===== src/rtl/mole_hit_judge.sv =====
// Whack-a-mole player-side judge: requests moles, times the reaction window, scores hits/misses.
// Optional build macro MISS_PENALTY_EN: each miss decrements the score (floored at 0).
module mole_hit_judge #(
  parameter int unsigned NUM_HOLES     = 18,
  parameter int unsigned WINDOW_CYCLES = 25_000_000,
  parameter int unsigned RESULT_CYCLES = 12_500_000,
  parameter int unsigned ROUNDS        = 16,
  parameter int unsigned SCORE_W       = 8
) (
  input  logic                 clk,
  input  logic                 reset,
  input  logic                 start,
  input  logic [NUM_HOLES-1:0] switches,
  input  logic [NUM_HOLES-1:0] mole_leds,
  output logic                 trigger,
  output logic                 hit_pulse,
  output logic                 miss_pulse,
  output logic [SCORE_W-1:0]   score,
  output logic [4:0]           round_cnt,
  output logic                 busy,
  output logic                 done
);

  localparam int unsigned WIN_W = $clog2(WINDOW_CYCLES);
  localparam int unsigned RES_W = (RESULT_CYCLES > 1) ? $clog2(RESULT_CYCLES) : 1;
  localparam logic [WIN_W-1:0] WIN_LAST = WIN_W'(WINDOW_CYCLES - 1);
  localparam logic [RES_W-1:0] RES_LAST = RES_W'(RESULT_CYCLES - 1);
  localparam logic [4:0]       ROUNDS_L = 5'(ROUNDS);

  typedef enum logic [2:0] {
    S_IDLE,
    S_ARM,
    S_SETTLE,
    S_ACTIVE,
    S_RESULT,
    S_DONE
  } state_t;

  state_t               state;
  logic [NUM_HOLES-1:0] sw_meta;
  logic [NUM_HOLES-1:0] sw_s;
  logic [NUM_HOLES-1:0] sw_prev;
  logic                 start_prev;
  logic [1:0]           settle_cnt;
  logic [WIN_W-1:0]     win_cnt;
  logic [RES_W-1:0]     res_cnt;

  logic [NUM_HOLES-1:0] tog;
  logic                 start_rise;
  logic                 is_hit;
  logic                 is_miss;

  // A toggle on the last window cycle takes priority over the timeout.
  always_comb begin
    tog        = sw_s ^ sw_prev;
    start_rise = start & ~start_prev;
    is_hit     = (tog != '0) && ((tog & ~mole_leds) == '0);
    is_miss    = ((tog != '0) && !is_hit) || ((tog == '0) && (win_cnt == WIN_LAST));
  end

  always_ff @(posedge clk or posedge reset) begin
    if (reset) begin
      state      <= S_IDLE;
      sw_meta    <= '0;
      sw_s       <= '0;
      sw_prev    <= '0;
      start_prev <= 1'b0;
      settle_cnt <= '0;
      win_cnt    <= '0;
      res_cnt    <= '0;
      trigger    <= 1'b0;
      hit_pulse  <= 1'b0;
      miss_pulse <= 1'b0;
      score      <= '0;
      round_cnt  <= '0;
      busy       <= 1'b0;
      done       <= 1'b0;
    end else begin
      sw_meta    <= switches;
      sw_s       <= sw_meta;
      sw_prev    <= sw_s;
      start_prev <= start;
      trigger    <= 1'b0;
      hit_pulse  <= 1'b0;
      miss_pulse <= 1'b0;

      case (state)
        S_IDLE, S_DONE: begin
          if (start_rise) begin
            state     <= S_ARM;
            score     <= '0;
            round_cnt <= '0;
            busy      <= 1'b1;
            done      <= 1'b0;
          end
        end

        S_ARM: begin
          state      <= S_SETTLE;
          trigger    <= 1'b1;
          settle_cnt <= '0;
          win_cnt    <= '0;
        end

        // Gives the generator time to update its display before judging.
        S_SETTLE: begin
          win_cnt <= '0;
          if (settle_cnt == 2'd2) begin
            state <= S_ACTIVE;
          end else begin
            settle_cnt <= settle_cnt + 2'd1;
          end
        end

        S_ACTIVE: begin
          if (is_hit) begin
            hit_pulse <= 1'b1;
            if (score != '1) begin
              score <= score + SCORE_W'(1);
            end
            state     <= S_RESULT;
            round_cnt <= round_cnt + 5'd1;
            res_cnt   <= '0;
          end else if (is_miss) begin
            miss_pulse <= 1'b1;
`ifdef MISS_PENALTY_EN
            if (score != '0) begin
              score <= score - SCORE_W'(1);
            end
`else
            score <= score;
`endif
            state     <= S_RESULT;
            round_cnt <= round_cnt + 5'd1;
            res_cnt   <= '0;
          end else begin
            win_cnt <= win_cnt + WIN_W'(1);
          end
        end

        S_RESULT: begin
          if (res_cnt == RES_LAST) begin
            if (round_cnt == ROUNDS_L) begin
              state <= S_DONE;
              busy  <= 1'b0;
              done  <= 1'b1;
            end else begin
              state <= S_ARM;
            end
          end else begin
            res_cnt <= res_cnt + RES_W'(1);
          end
        end

        default: begin
          state <= S_IDLE;
        end
      endcase
    end
  end

endmodule


===== config.mk =====
export PLATFORM = sky130hd
export DESIGN_NAME = mole_hit_judge
export DESIGN_NICKNAME = d
export VERILOG_FILES = /design/src/rtl/mole_hit_judge.sv
export SDC_FILE = /design/constraint.sdc
export NUM_CORES = 1
export LEC_CHECK = 0
export BUFFER_PORTS_ARGS = -buffer_cell sky130_fd_sc_hd__buf_4
export CAP_MARGIN = 20
export CORE_ASPECT_RATIO = 1.4
export CORE_MARGIN = 5
export CORE_UTILIZATION = 63
export DETAILED_ROUTE_END_ITERATION = 16
export PLACE_DENSITY_LB_ADDON = 0.1
export SLEW_MARGIN = 20
export SYNTH_ARGS = -nofsm -noshare
export SYNTH_HDL_FRONTEND = slang
export SYNTH_SLANG_ARGS = --single-unit

===== constraint.sdc =====
create_clock -name clk -period 9.2 [get_ports clk]
set_clock_uncertainty 0.05 [all_clocks]
set_input_delay 1.84 -clock clk [delete_from_list [all_inputs] [get_ports clk]]
set_output_delay 1.84 -clock clk [all_outputs]
set_load 0.005 [all_outputs]

==> flow_summary.yaml <==
outcome:
  status: "finished, final reports clean"
yosys:
  ys_warn_count: 0
  synthTopCellsByArea: "dfrtp_1, xor2_1, nor2_1"
  seq_area_frac_synth: 0.584
  ys_ff_latch: 127
  netlist_instances: 496
  synth_edf_count: 0
  synthArstFlopShare: 1.00
  synthFlopType: "dfrtp_1"
  synth_top_area_frac: 0.584
  synth_top_area_cell: "dfrtp_1"
  ys_types: 47
  synth_area_mm2: 0.00544
  synth.avg_cell_area_um2: 11.0
  syn_nets: 541
sta:
  finalSetupTns_ns: 0
  fin_crit_sh: 0.348
  hold_violations: 0
  hold-worst-slack_ns: 0.294
  period_needed_ns: 3.20
  setup_viol: 0
  max_slew_margin: 0.391
  timing.fmax_mhz: 313
  max_slew.worst_pin.slew_ns: 0.913
  rsz0062_at_grt: "no"
  slew_violations: 0
critical_path:
  crit_family: "compound AO/OA/AOI/OAI gates"
  r2r_slack_ns: 6.20
  critPathCaptureType: "flip-flop"
  r2r-start: "state[0]"
  cp.required_ns: 9.44
  start_kind: "primary input"
  path_cells: "buf_4, o22ai_1, nor4_1, nand3_1, o21ai_0, nand4_1, mux2i_1"
  reg2reg_depth: 7
  cpPeakStageDelay_ns: 0.58
  crit_type: "in2reg"
  cp_max_fo: 6
  arrival_ns: 3.44
  regToRegEndpoint: "win_cnt[10]"
  cpMaxStageDelayCell: "o21ai_0"
  cp_num_buf_inv: 1
clocking:
  clock_latency_ns: 0.41
  cts.sinks: 127
  htree_num_levels: 4
  cts_buffer_depth: 2
  cts_tree: "built"
  hold_buffers: 0
  cts_root_buf: "clkbuf_16"
  cts.clk_slew.worst_paths_ns: 0.06
  postCtsSetupRepairBufs: 0
  cts_made_buffers: 17
  cts-resized-gates: 0
floorplanning:
  core.rowCount: 40
  fp.coreArea_mm2: 0.00851
  dieArea_mm2: 0.0106
  boundaryPins: 57
  dieHeight_um: 120
  start_util: 0.639
  die_w_um: 88.5
routing:
  wl_mm: 11.3
  drt_iter0_markers: 186
  num_vias: 3950
  first_pass_iters: 4
  ant_nets: 0
  vias_per_cell: 5.83
  wl_per_cell_um: 16.7
  drc: 0
power:
  power_uw: 1580
  leakagePower_uw: 0.00308
  vdd_drop_max_mv: 0.173
  power.density_mw_per_mm2: 240
placement:
  place.port_buffers: 56
  placed_area_mm2: 0.00594
  gp_congestion: 0.814
  hpwl_mm: 7.63
finish:
  syn_to_final_growth_pct: 20.6
  layout-drive-gt1-share: 0.180
  fin_area_mm2: 0.00656
  final_nets: 605
  antenna_cells: 0
global_route:
  grt_max_degree: 77
  gr-total-overflow: 0
  grt_usage: 0.238
  grt_pass1_wl_mm: 19.7
  grt_antenna_before_repair: 0
  first_global_vias: 4220
hold_path:
  hold_class: "reg2reg"
  hold_path_end: "sw_s[4]"
  holdPathStages: 0
  hold_start: "sw_meta[4]"
flow_run:
  max_cap_viol_count: 0
==> flip-flops by register name, indices dropped and copies added, names as in the netlist <==
register	flops
sw_prev	18
start_prev	1
win_cnt	25
sw_meta	18
sw_s	18
trigger	1
done	1
miss_pulse	1
busy	1
hit_pulse	1
score	8
settle_cnt	2
state	3
round_cnt	5
res_cnt	24
==> cells in the mapped netlist (4+ instances only) <==
cell and count:
nand2_1 41, nand3_1 21, buf_2 4, xnor2_1 23, xor2_1 35, a31oi_1 4, and2_1 4, nor2_1 62
a21oi_1 13, o22ai_1 10, nor4_1 6, nand2b_1 6, and4_1 6, and3_1 19, dfrtp_1 127, clkbuf_1 7
ha_1 6, nand4_1 25, o21ai_0 18, nor3_1 6, inv_1 10
==> cell type report <==
class / instances / area [um^2]
Clock buffer: 19 / 443
Clock inverter: 13 / 178
Fill cell: 535 / 1950
Inverter: 10 / 40.0
Multi-Input combinational cell: 346 / 2150
Sequential cell: 127 / 3180
Tap cell: 105 / 131
Timing Repair Buffer: 58 / 435
==> per-stage QoR <==
step	instances	utilization	setup slack (ns)
floorplan	496	-	3.93
global placement	646	0.698	5.72
detailed placement	646	0.698	5.63
CTS	678	0.771	6.04
global route	678	0.771	5.92
finish	678	0.771	6.00
==> cell families after synthesis <==
family                   synth area share
multiplexers                      0.00759
AND/OR/NAND/NOR                     0.212
adder cells (fa/ha/maj)            0.0138
XOR/XNOR                           0.0934
flip-flops                          0.584
buffers and inverters              0.0196
AO/OA/AOI/OAI                      0.0697
==> cells in the final DEF (no fill, tap or decap), drive strengths merged, types with 6 or more instances in the layout <==
| master | instances |
|---|---|
| nand4 | 25 |
| and4 | 6 |
| buf | 58 |
| and3 | 19 |
| nor2 | 64 |
| nand3 | 22 |
| inv | 16 |
| o22ai | 10 |
| dfrtp | 127 |
| ha | 6 |
| xor2 | 35 |
| nor4 | 8 |
| o21ai | 18 |
| nand2 | 41 |
| xnor2 | 23 |
| nand2b | 6 |
| nor3 | 7 |
| a21oi | 14 |
| clkbuf | 19 |
==> worst max-delay path by stage <==
| stage | startpoint | to | cells after the start |
|---|---|---|---|
| final | mole_leds[14] | score[7] | 7 |
| after floorplan | reset | busy | 1 |
| after CTS | mole_leds[14] | score[7] | 7 |
| after global placement | mole_leds[14] | score[7] | 7 |
| after global routing | mole_leds[14] | score[5] | 7 |
| after detailed placement | mole_leds[14] | score[7] | 7 |
==> power breakdown <==
part           internal [uW]  total, uW  switching (uW)
registers                594        634            39.6
clock network            440        697             257
logic                   83.2        245             162
==> routing by layer <==
layer | GRT usage | share of wire | wire [um] | vias up
met5 | 0 | 0 | 0 | -
met1 | 0.285 | 0.39 | 4370 | 1952
met2 | 0.407 | 0.55 | 6250 | 104
met3 | 0.0515 | 0.039 | 446 | 24
li1 | - | - | - | 1870
met4 | 0.102 | 0.023 | 261 | 0
Note: power is estimated with default switching activity, not from simulation.
